==> config.mk <==
export PLATFORM = sky130hd
export DESIGN_NAME = mult_seq_ctrl
export DESIGN_NICKNAME = d
export VERILOG_FILES = /design/src/rtl/mult_seq_pkg.sv /design/src/rtl/mult_seq_fifo.sv /design/src/rtl/mult_seq_ctrl.sv
export SDC_FILE = /design/constraint.sdc
export NUM_CORES = 1
export LEC_CHECK = 0
export ABC_AREA = 1
export CORE_MARGIN = 4
export CORE_UTILIZATION = 57
export DETAILED_ROUTE_END_ITERATION = 16
export HOLD_SLACK_MARGIN = 0.1
export PLACE_DENSITY = 0.85
export SYNTH_ARGS = -nofsm -noshare
export SYNTH_HDL_FRONTEND = slang
export SYNTH_SLANG_ARGS = --single-unit
==> constraint.sdc <==
create_clock -name clk -period 6.3 [get_ports clk]
set_input_delay 0.945 -clock clk [delete_from_list [all_inputs] [get_ports clk]]
set_output_delay 0.945 -clock clk [all_outputs]
set_load 0.1 [all_outputs]
==> src/rtl/mult_seq_pkg.sv <==
// Shared types and widths for the mult_seq_ctrl operand sequencer.
// Optional feature macro: MULT_SEQ_ZERO_SKIP_EN (see mult_seq_ctrl.sv).
package mult_seq_pkg;

  localparam int OP_W   = 16;
  localparam int PROD_W = 32;
  localparam int CNT_W  = 6;

  typedef enum logic [2:0] {
    IDLE,
    CLEAR,
    START,
    WAIT,
    HOLD
  } state_t;

  // A FIFO entry is {a, b}; either operand being zero makes the product zero.
  function automatic logic is_zero_pair(input logic [2*OP_W-1:0] entry);
    return (entry[2*OP_W-1:OP_W] == '0) || (entry[OP_W-1:0] == '0);
  endfunction

endpackage

==> src/rtl/mult_seq_fifo.sv <==
// Synchronous operand FIFO; pointers carry one extra wrap bit so full and
// empty are distinguishable without a separate counter.
module mult_seq_fifo #(
  parameter int DEPTH = 4,
  parameter int WIDTH = 32
) (
  input  logic                   clk,
  input  logic                   reset,
  input  logic                   push,
  input  logic [WIDTH-1:0]       push_data,
  input  logic                   pop,
  output logic [WIDTH-1:0]       head,
  output logic                   full,
  output logic                   empty,
  output logic [$clog2(DEPTH):0] fill
);

  localparam int AW = $clog2(DEPTH);

  logic [WIDTH-1:0] mem [DEPTH];
  logic [AW:0]      wr_ptr;
  logic [AW:0]      rd_ptr;
  logic             do_push;
  logic             do_pop;

  assign do_push = push && !full;
  assign do_pop  = pop && !empty;
  assign empty   = (wr_ptr == rd_ptr);
  assign full    = (wr_ptr[AW] != rd_ptr[AW]) && (wr_ptr[AW-1:0] == rd_ptr[AW-1:0]);
  assign fill    = wr_ptr - rd_ptr;
  assign head    = mem[rd_ptr[AW-1:0]];

  always_ff @(posedge clk or negedge reset) begin
    if (!reset) begin
      wr_ptr <= '0;
      rd_ptr <= '0;
    end else begin
      if (do_push) wr_ptr <= wr_ptr + 1'b1;
      if (do_pop)  rd_ptr <= rd_ptr + 1'b1;
    end
  end

  // Storage needs no reset: entries are only read between push and pop.
  always_ff @(posedge clk) begin
    if (do_push) mem[wr_ptr[AW-1:0]] <= push_data;
  end

endmodule

==> src/rtl/mult_seq_ctrl.sv <==
// Operand sequencer for the 16-bit shift-add multiplier: buffers pairs, pulses
// clear/start, times the fixed latency and holds the product for the consumer.
// Define MULT_SEQ_ZERO_SKIP_EN to bypass the multiplier for zero operands.
module mult_seq_ctrl
  import mult_seq_pkg::*;
#(
  parameter int DEPTH       = 4,
  parameter int MUL_LATENCY = 33
) (
  input  logic                   clk,
  input  logic                   reset,
  input  logic                   in_valid,
  output logic                   in_ready,
  input  logic [OP_W-1:0]        in_a,
  input  logic [OP_W-1:0]        in_b,
  output logic                   out_valid,
  input  logic                   out_ready,
  output logic [PROD_W-1:0]      out_product,
  output logic [OP_W-1:0]        mul_a,
  output logic [OP_W-1:0]        mul_b,
  output logic                   mul_clear,
  output logic                   mul_start,
  input  logic [PROD_W-1:0]      mul_product,
  output logic                   busy,
  output logic [$clog2(DEPTH):0] fill
);

  state_t             state;
  state_t             state_nxt;
  logic [CNT_W-1:0]   cnt;
  logic [2*OP_W-1:0]  head;
  logic               full;
  logic               empty;
  logic               pop;
  logic               load_ops;
  logic               capture;
  logic               skip;

  mult_seq_fifo #(
    .DEPTH (DEPTH),
    .WIDTH (2*OP_W)
  ) u_fifo (
    .clk       (clk),
    .reset     (reset),
    .push      (in_valid),
    .push_data ({in_a, in_b}),
    .pop       (pop),
    .head      (head),
    .full      (full),
    .empty     (empty),
    .fill      (fill)
  );

  assign in_ready  = !full;
  assign mul_clear = (state == CLEAR);
  assign mul_start = (state == START);
  assign busy      = (state != IDLE) || !empty;

  always_comb begin
    state_nxt = state;
    pop       = 1'b0;
    load_ops  = 1'b0;
    capture   = 1'b0;
    skip      = 1'b0;
    case (state)
      IDLE: begin
        if (!empty && !out_valid) begin
`ifdef MULT_SEQ_ZERO_SKIP_EN
          if (is_zero_pair(head)) begin
            skip      = 1'b1;
            pop       = 1'b1;
            state_nxt = HOLD;
          end else begin
            load_ops  = 1'b1;
            state_nxt = CLEAR;
          end
`else
          load_ops  = 1'b1;
          state_nxt = CLEAR;
`endif
        end
      end
      CLEAR: begin
        pop       = 1'b1;
        state_nxt = START;
      end
      START: state_nxt = WAIT;
      WAIT: begin
        if (cnt == '0) begin
          capture   = 1'b1;
          state_nxt = HOLD;
        end
      end
      HOLD: begin
        if (out_valid && out_ready) state_nxt = IDLE;
      end
      default: state_nxt = IDLE;
    endcase
  end

  // Operands are registered on the way into CLEAR so they are already on
  // mul_a/mul_b during the clear pulse and stay frozen until the next one.
  always_ff @(posedge clk or negedge reset) begin
    if (!reset) begin
      state       <= IDLE;
      cnt         <= '0;
      mul_a       <= '0;
      mul_b       <= '0;
      out_product <= '0;
      out_valid   <= 1'b0;
    end else begin
      state <= state_nxt;
      if (load_ops) {mul_a, mul_b} <= head;
      if (state == START) begin
        cnt <= CNT_W'(MUL_LATENCY - 1);
      end else if (state == WAIT && cnt != '0) begin
        cnt <= cnt - 1'b1;
      end
      if (capture) begin
        out_product <= mul_product;
        out_valid   <= 1'b1;
      end else if (skip) begin
        out_product <= '0;
        out_valid   <= 1'b1;
      end else if (out_valid && out_ready) begin
        out_valid <= 1'b0;
      end
    end
  end

endmodule

Word level (Yosys, flattened, before mapping)
Memories as Yosys holds them, arrays and structs flattened. A register that Yosys moved wholly into a read port is not among the register bits.
Index checks and enable logic that the tools add are counted.
{ "totals": {"regBits": 48, "latch_bits": 0, "ramBits": 128, "romBits": 0, "inputBits": 68, "output_inout_bits": 72, "memories": 1} }
{ "memory_table": {"columns": ["memory", "words", "word_bits", "rd", "rd_ports_with_merged_regs", "write_ports", "line_no", "source"], "rows": [
  ["u_fifo.mem", 4, 32, 1, 1, 1, "mult_seq_fifo.sv:20", "logic [WIDTH-1:0] mem [DEPTH];"]
]} }
{ "op_classes": {"addsub": 4, "mul": 0, "div_mod_pow": 0, "n_lt_le_gt_ge": 0, "eq_ne": 10, "shift": 0, "muxes": 15, "n_bitwise": 0, "n_reduce_logical": 18} }
{ "op_table": {"columns": ["op", "n"], "rows": [
  ["$pmux 3 s5", 1],
  ["$mux 6", 2],
  ["$mux 1", 9],
  ["$mux 3", 3],
  ["$add 3x1->3 const B", 2],
  ["$eq 3x2->1 const B", 2],
  ["$logic_and 1x1->1", 6],
  ["$logic_not 6->1", 1],
  ["$ne 2x2->1 const B", 3],
  ["$reduce_bool 6->1", 1],
  ["$sub 6x1->6 const B", 1],
  ["$logic_not 1->1", 4],
  ["$reduce_bool 2->1", 2],
  ["$eq 3x1->1 const B", 1],
  ["$eq 3x3->1", 1],
  ["$eq 3x3->1 const B", 1],
  ["$logic_not 3->1", 1],
  ["$reduce_and 3->1", 1],
  ["$reduce_bool 3->1", 1],
  ["$sub 3x3->3", 1],
  ["$eq 2x2->1", 1],
  ["$logic_or 1x1->1", 1],
  ["$ne 1x1->1", 1]
]} }

Longest topological paths before layout
{ "logic_depth": {"ltp_word": 6, "depth_mapped": 10, "ltp_nobuf": 9} }

By module
Synthesis repeated with hierarchy kept, for this count alone.
{ "hier_totals": {"hier_cells": 724, "hier_area_um2": 8505.7} }
{ "by_module_without_submodules": {"columns": ["module", "instances", "cells_each", "area_each_um2", "seq_area_each_um2"], "rows": [
  ["mult_seq_fifo", 1, 372, 5211.2, 3993.8],
  ["mult_seq_ctrl", 1, 352, 3294.4, 1851.8]
]} }

Worst setup path after synthesis
OpenSTA, ideal clock, no wires.
{ "synth_timing": {"path_kind": "register -> register", "from": "register u_fifo.rd_ptr[1]", "to": "memory u_fifo.mem[3][0], enable pin", "arrival_time_ps": 3555, "setup_slack_ps": 2321, "stages_incl_launch_ff": 9, "cell_sequence": "dfrtp_1 > buf_1 > inv_1 > ha_1 > nand2_1 > inv_1 > nand2_1 > nand2_1 > nor2_1"} }
{ "synth_via": {"elab_chain_cells": 6} }
{ "synth_lines": {"columns": ["item", "line_no", "source"], "rows": [
  ["from (decl)", "mult_seq_fifo.sv:22", "logic [AW:0] rd_ptr;"],
  ["from (signal assigned)", "mult_seq_fifo.sv:39", "if (do_pop) rd_ptr <= rd_ptr + 1'b1;"],
  ["$eq 2x2->1", "mult_seq_fifo.sv:29", "assign full = (wr_ptr[AW] != rd_ptr[AW]) && (wr_ptr[AW-1:0] == rd_ptr[AW-1:0]);"],
  ["$logic_and 1x1->1", "mult_seq_fifo.sv:29", null],
  ["$logic_not 1->1", null, null],
  ["named net in_ready", "mult_seq_ctrl.sv:13", "output logic in_ready,"],
  ["$logic_and 1x1->1", "mult_seq_fifo.sv:26", "assign do_push = push && !full;"],
  ["$mux 1", "mult_seq_fifo.sv:45", "if (do_push) mem[wr_ptr[AW-1:0]] <= push_data;"],
  ["$mux 1 (not written as such)", "mult_seq_fifo.sv:45", null],
  ["to (decl)", "mult_seq_fifo.sv:20", null]
]} }
The timed path passes the listed nets, and every way through them passes these cells.

Worst setup path in the final report
{ "layout_timing": {"from": "register u_fifo.rd_ptr[1]", "to": "output port busy"} }
{ "layout_via": {"elab_chain_cells": 3} }
{ "layout_lines": {"columns": ["item", "line_no", "source"], "rows": [
  ["$eq 3x3->1", "mult_seq_fifo.sv:28", "assign empty = (wr_ptr == rd_ptr);"],
  ["$logic_not 1->1", "mult_seq_ctrl.sv:57", "assign busy = (state != IDLE) || !empty;"],
  ["$logic_or 1x1->1", "mult_seq_ctrl.sv:57", null],
  ["to (decl)", "mult_seq_ctrl.sv:24", "output logic busy,"]
]} }
Every way passes these cells.

==> impl_summary.txt <==
----------------------------------------------------
[Setup path]
  Element type at the critical path start ... register
  Critical path cell sequence ... inv_1 -> ha_1 -> nand2_1 -> inv_1 -> nand4_1 -> clkdlybuf4s50_1
  Category of the worst setup path capture point ... output port
  Crit-path most repeated cell ... sky130_fd_sc_hd__inv_1
  Setup CP Type ... register to output port
  Crit path DAT ... 3.40 ns
  Required time at the endpoint of the critical path ... 5.35 ns
  Library cell contributing the largest single delay on the critical path ... sky130_fd_sc_hd__clkdlybuf4s50_1
  Worst path max stage delay ... 1.13 ns
  Biggest fanout along the worst timing path ... 67

[Route]
  First-pass iteration count of the detailed router ... 4
  Violation count after the first detailed-route iteration ... 343
  Routed wirelength normalized by instance count ... 16.0 um
  Routed wire length ... 16.9 mm
  Count of vias placed by the detailed router ... 5554
  Remaining antenna violation count ... 0
  DRC violations left ... 0
  Vias per Instance ... 5.26

[Yosys]
  Synth Net Count ... 810
  Synth cell types ... 23
  Post-Syn Area ... 8190 um^2
  Main area contributors after synthesis ... sky130_fd_sc_hd__edfxtp_1 47%, sky130_fd_sc_hd__dfrtp_1 24%, sky130_fd_sc_hd__nand2_1 7.2%, sky130_fd_sc_hd__o21ai_0 7.0%, sky130_fd_sc_hd__nor2_1 5.0%
  Mean instance size in the synthesized netlist ... 11.2 um^2
  Syn Inst Count ... 732
  Fraction of the yosys area taken by sequential cells ... 71.4%
  Total of warnings raised by yosys ... 0
  Dominant register cell in the synthesized netlist ... sky130_fd_sc_hd__edfxtp_1
  Synthesized flop and latch total ... 208
  Async set-or-reset flop fraction in the synthesized netlist ... 38.5%
  Fraction of post-synthesis cell area in the top cell type by area ... 47.0%
  Post-synthesis cell type with the largest combined area ... sky130_fd_sc_hd__edfxtp_1
  Number of enable flip-flop cells after synthesis ... 128

[Clock network]
  Root Buffer ... sky130_fd_sc_hd__clkbuf_16
  CTS tree ... built
  Clk Latency, worst-skew pair ... 0.48 ns
  Cts-stage hold buffer count ... 0
  Longest Clk Path Bufs ... 3
  Clock transition at the registers of the reported paths ... 0.06 ns
  Clock Sinks ... 208
  Number of buffers created by CTS ... 21
  H-tree levels ... 1
  Post-CTS repair timing setup buffer count ... 0
  CTS-repair resized insts ... 0

[Placed design]
  Routability congestion estimate ... 0.824
  Detail Placement HPWL ... 10.4 mm
  PortBufs ... 139

[Layout]
  Ratio of cells with drive above 1 in the final layout ... 5.59%
  Commonest cells after routing, fill and taps aside ... 158 x sky130_fd_sc_hd__nand2_1, 138 x sky130_fd_sc_hd__clkdlybuf4s50_1, 128 x sky130_fd_sc_hd__edfxtp_1
  Layout overhead on the synthesized area ... 26.8%
  Number of nets in the layout ... 940
  Most common cell after layout, fill and taps aside ... sky130_fd_sc_hd__nand2_1
  Antenna Cells ... 0

[Floorplanning]
  Starting density of the core ... 58.5%
  Core area ... 14000 um^2
  Die Area ... 16300 um^2
  Standard-cell row count ... 43
  Num ports ... 140
  Die H ... 128 um
  Chip width ... 128 um

[Global routing]
  First-pass GRT wire length ... 27.2 mm
  Antenna violations before repair ... 0
  Via count of the first global-routing pass ... 5571
  Total Routing Usage GR ... 20.6%
  Pin count of the biggest net entering global routing ... 81
  Sum of overflow across all layers after global routing ... 0

[Timing]
  Setup TNS ... 0 ns
  Fin Clk Skew ... 0.00914 ns
  Ratio of final minimum period to clock period ... 69.0%
  Actual transition at the worst max-transition pin ... 1.13 ns
  Tightest slew margin relative to the limit ... 24.4%
  Setup repair after global routing missed its margin ... false
  Final hold violation count ... 0
  Final min period ... 4.35 ns
  Final setup violation count ... 0
  Top achievable clock speed ... 0.230 GHz
  Max-slew violations ... 0

[Status]
  Run status ... finished, final reports clean

[Worst hold path]
  Type of the most critical hold path ... register to register

[Flow run]
  Max-capacitance violation count ... 0

----------------------------------------------------
[critical path: cells and delay by family, from the launching register on]
family                     cells  cell delay (ns)
DFF                            1             1.09
adders and majority gates      1             0.33
buffers and inverters          3             1.34
and+or+nand+nor                2             0.14
[kinds of logic after synthesis]
kind of cell | share of synthesized area [%]
xor+xnor | 0.749
buf+inv | 4.36
compound gates | 8.27
flops | 71.4
simple gates | 13.6
fa+ha+maj | 1.62
[through the flow]
stage	utilization (%)	worst slack (ns)	instances	hold slack, ns	instance area (um^2)
6_report	74.2	1.95	1056	0.471	10400
5_1_grt	74.2	1.76	1056	0.498	10400
4_1_cts	74.2	1.92	1056	0.473	10400
3_5_place_dp	69.3	2.42	1019	0.458	9690
3_3_place_gp	69.3	2.45	1019	0.453	9690
2_1_floorplan	-	2.32	732	0.463	8190
[synthesized netlist by cell type, types with 3 or more instances]
| library cell | n |
|---|---|
| sky130_fd_sc_hd__inv_1 | 53 |
| sky130_fd_sc_hd__dfrtp_1 | 80 |
| sky130_fd_sc_hd__nor2_1 | 109 |
| sky130_fd_sc_hd__ha_1 | 9 |
| sky130_fd_sc_hd__nand4_1 | 5 |
| sky130_fd_sc_hd__a21oi_1 | 3 |
| sky130_fd_sc_hd__nand3_1 | 7 |
| sky130_fd_sc_hd__clkbuf_1 | 10 |
| sky130_fd_sc_hd__nand2_1 | 158 |
| sky130_fd_sc_hd__o21ai_1 | 16 |
| sky130_fd_sc_hd__xor2_1 | 7 |
| sky130_fd_sc_hd__buf_2 | 21 |
| sky130_fd_sc_hd__o21ai_0 | 115 |
| sky130_fd_sc_hd__edfxtp_1 | 128 |
[sequential cells by signal (all words and copies together), names as in the netlist]
name	flops
state	3
mul_b	16
cnt	6
out_product	32
u_fifo.rd_ptr	3
mul_a	16
u_fifo.wr_ptr	3
out_valid	1
u_fifo.mem	128
[layout make-up]
class                   count  area (um^2)
fillers                   915         3600
inverters                  55          206
well taps                 180          225
clock inverters             9          101
multi-input cells         436         2010
clock buffers              28          592
repair buffers            140         1400
flip-flops and latches    208         5850
[worst paths after layout]
kind / start / endpoint / slack (ns) / cells after the start
setup / recovery: u_fifo.rd_ptr[1] / busy / 1.95 / 6
hold / removal: out_product[15] / out_product[15] / 0.47 / 2
setup reg to reg: u_fifo.rd_ptr[1] / u_fifo.mem[3][29] / 2.87 / 7
hold reg to reg: out_product[15] / out_product[15] / 0.47 / 2
max in group asynchronous: reset / u_fifo.rd_ptr[0] / 4.93 / 1
min in group asynchronous: reset / state[0] / 0.64 / 1
[per-layer routing]
layer  up-vias  share of wire, %  global-route usage [%]
met5         -                 0                       0
met4         0               2.7                    6.55
met3        41               5.8                    3.13
met2       186                48                    34.6
met1      2637                44                    27.9
li1       2690                 -                       -
Power is not shown: default switching activity piles up to over one toggle a cycle in this logic, so the estimate is an artifact.
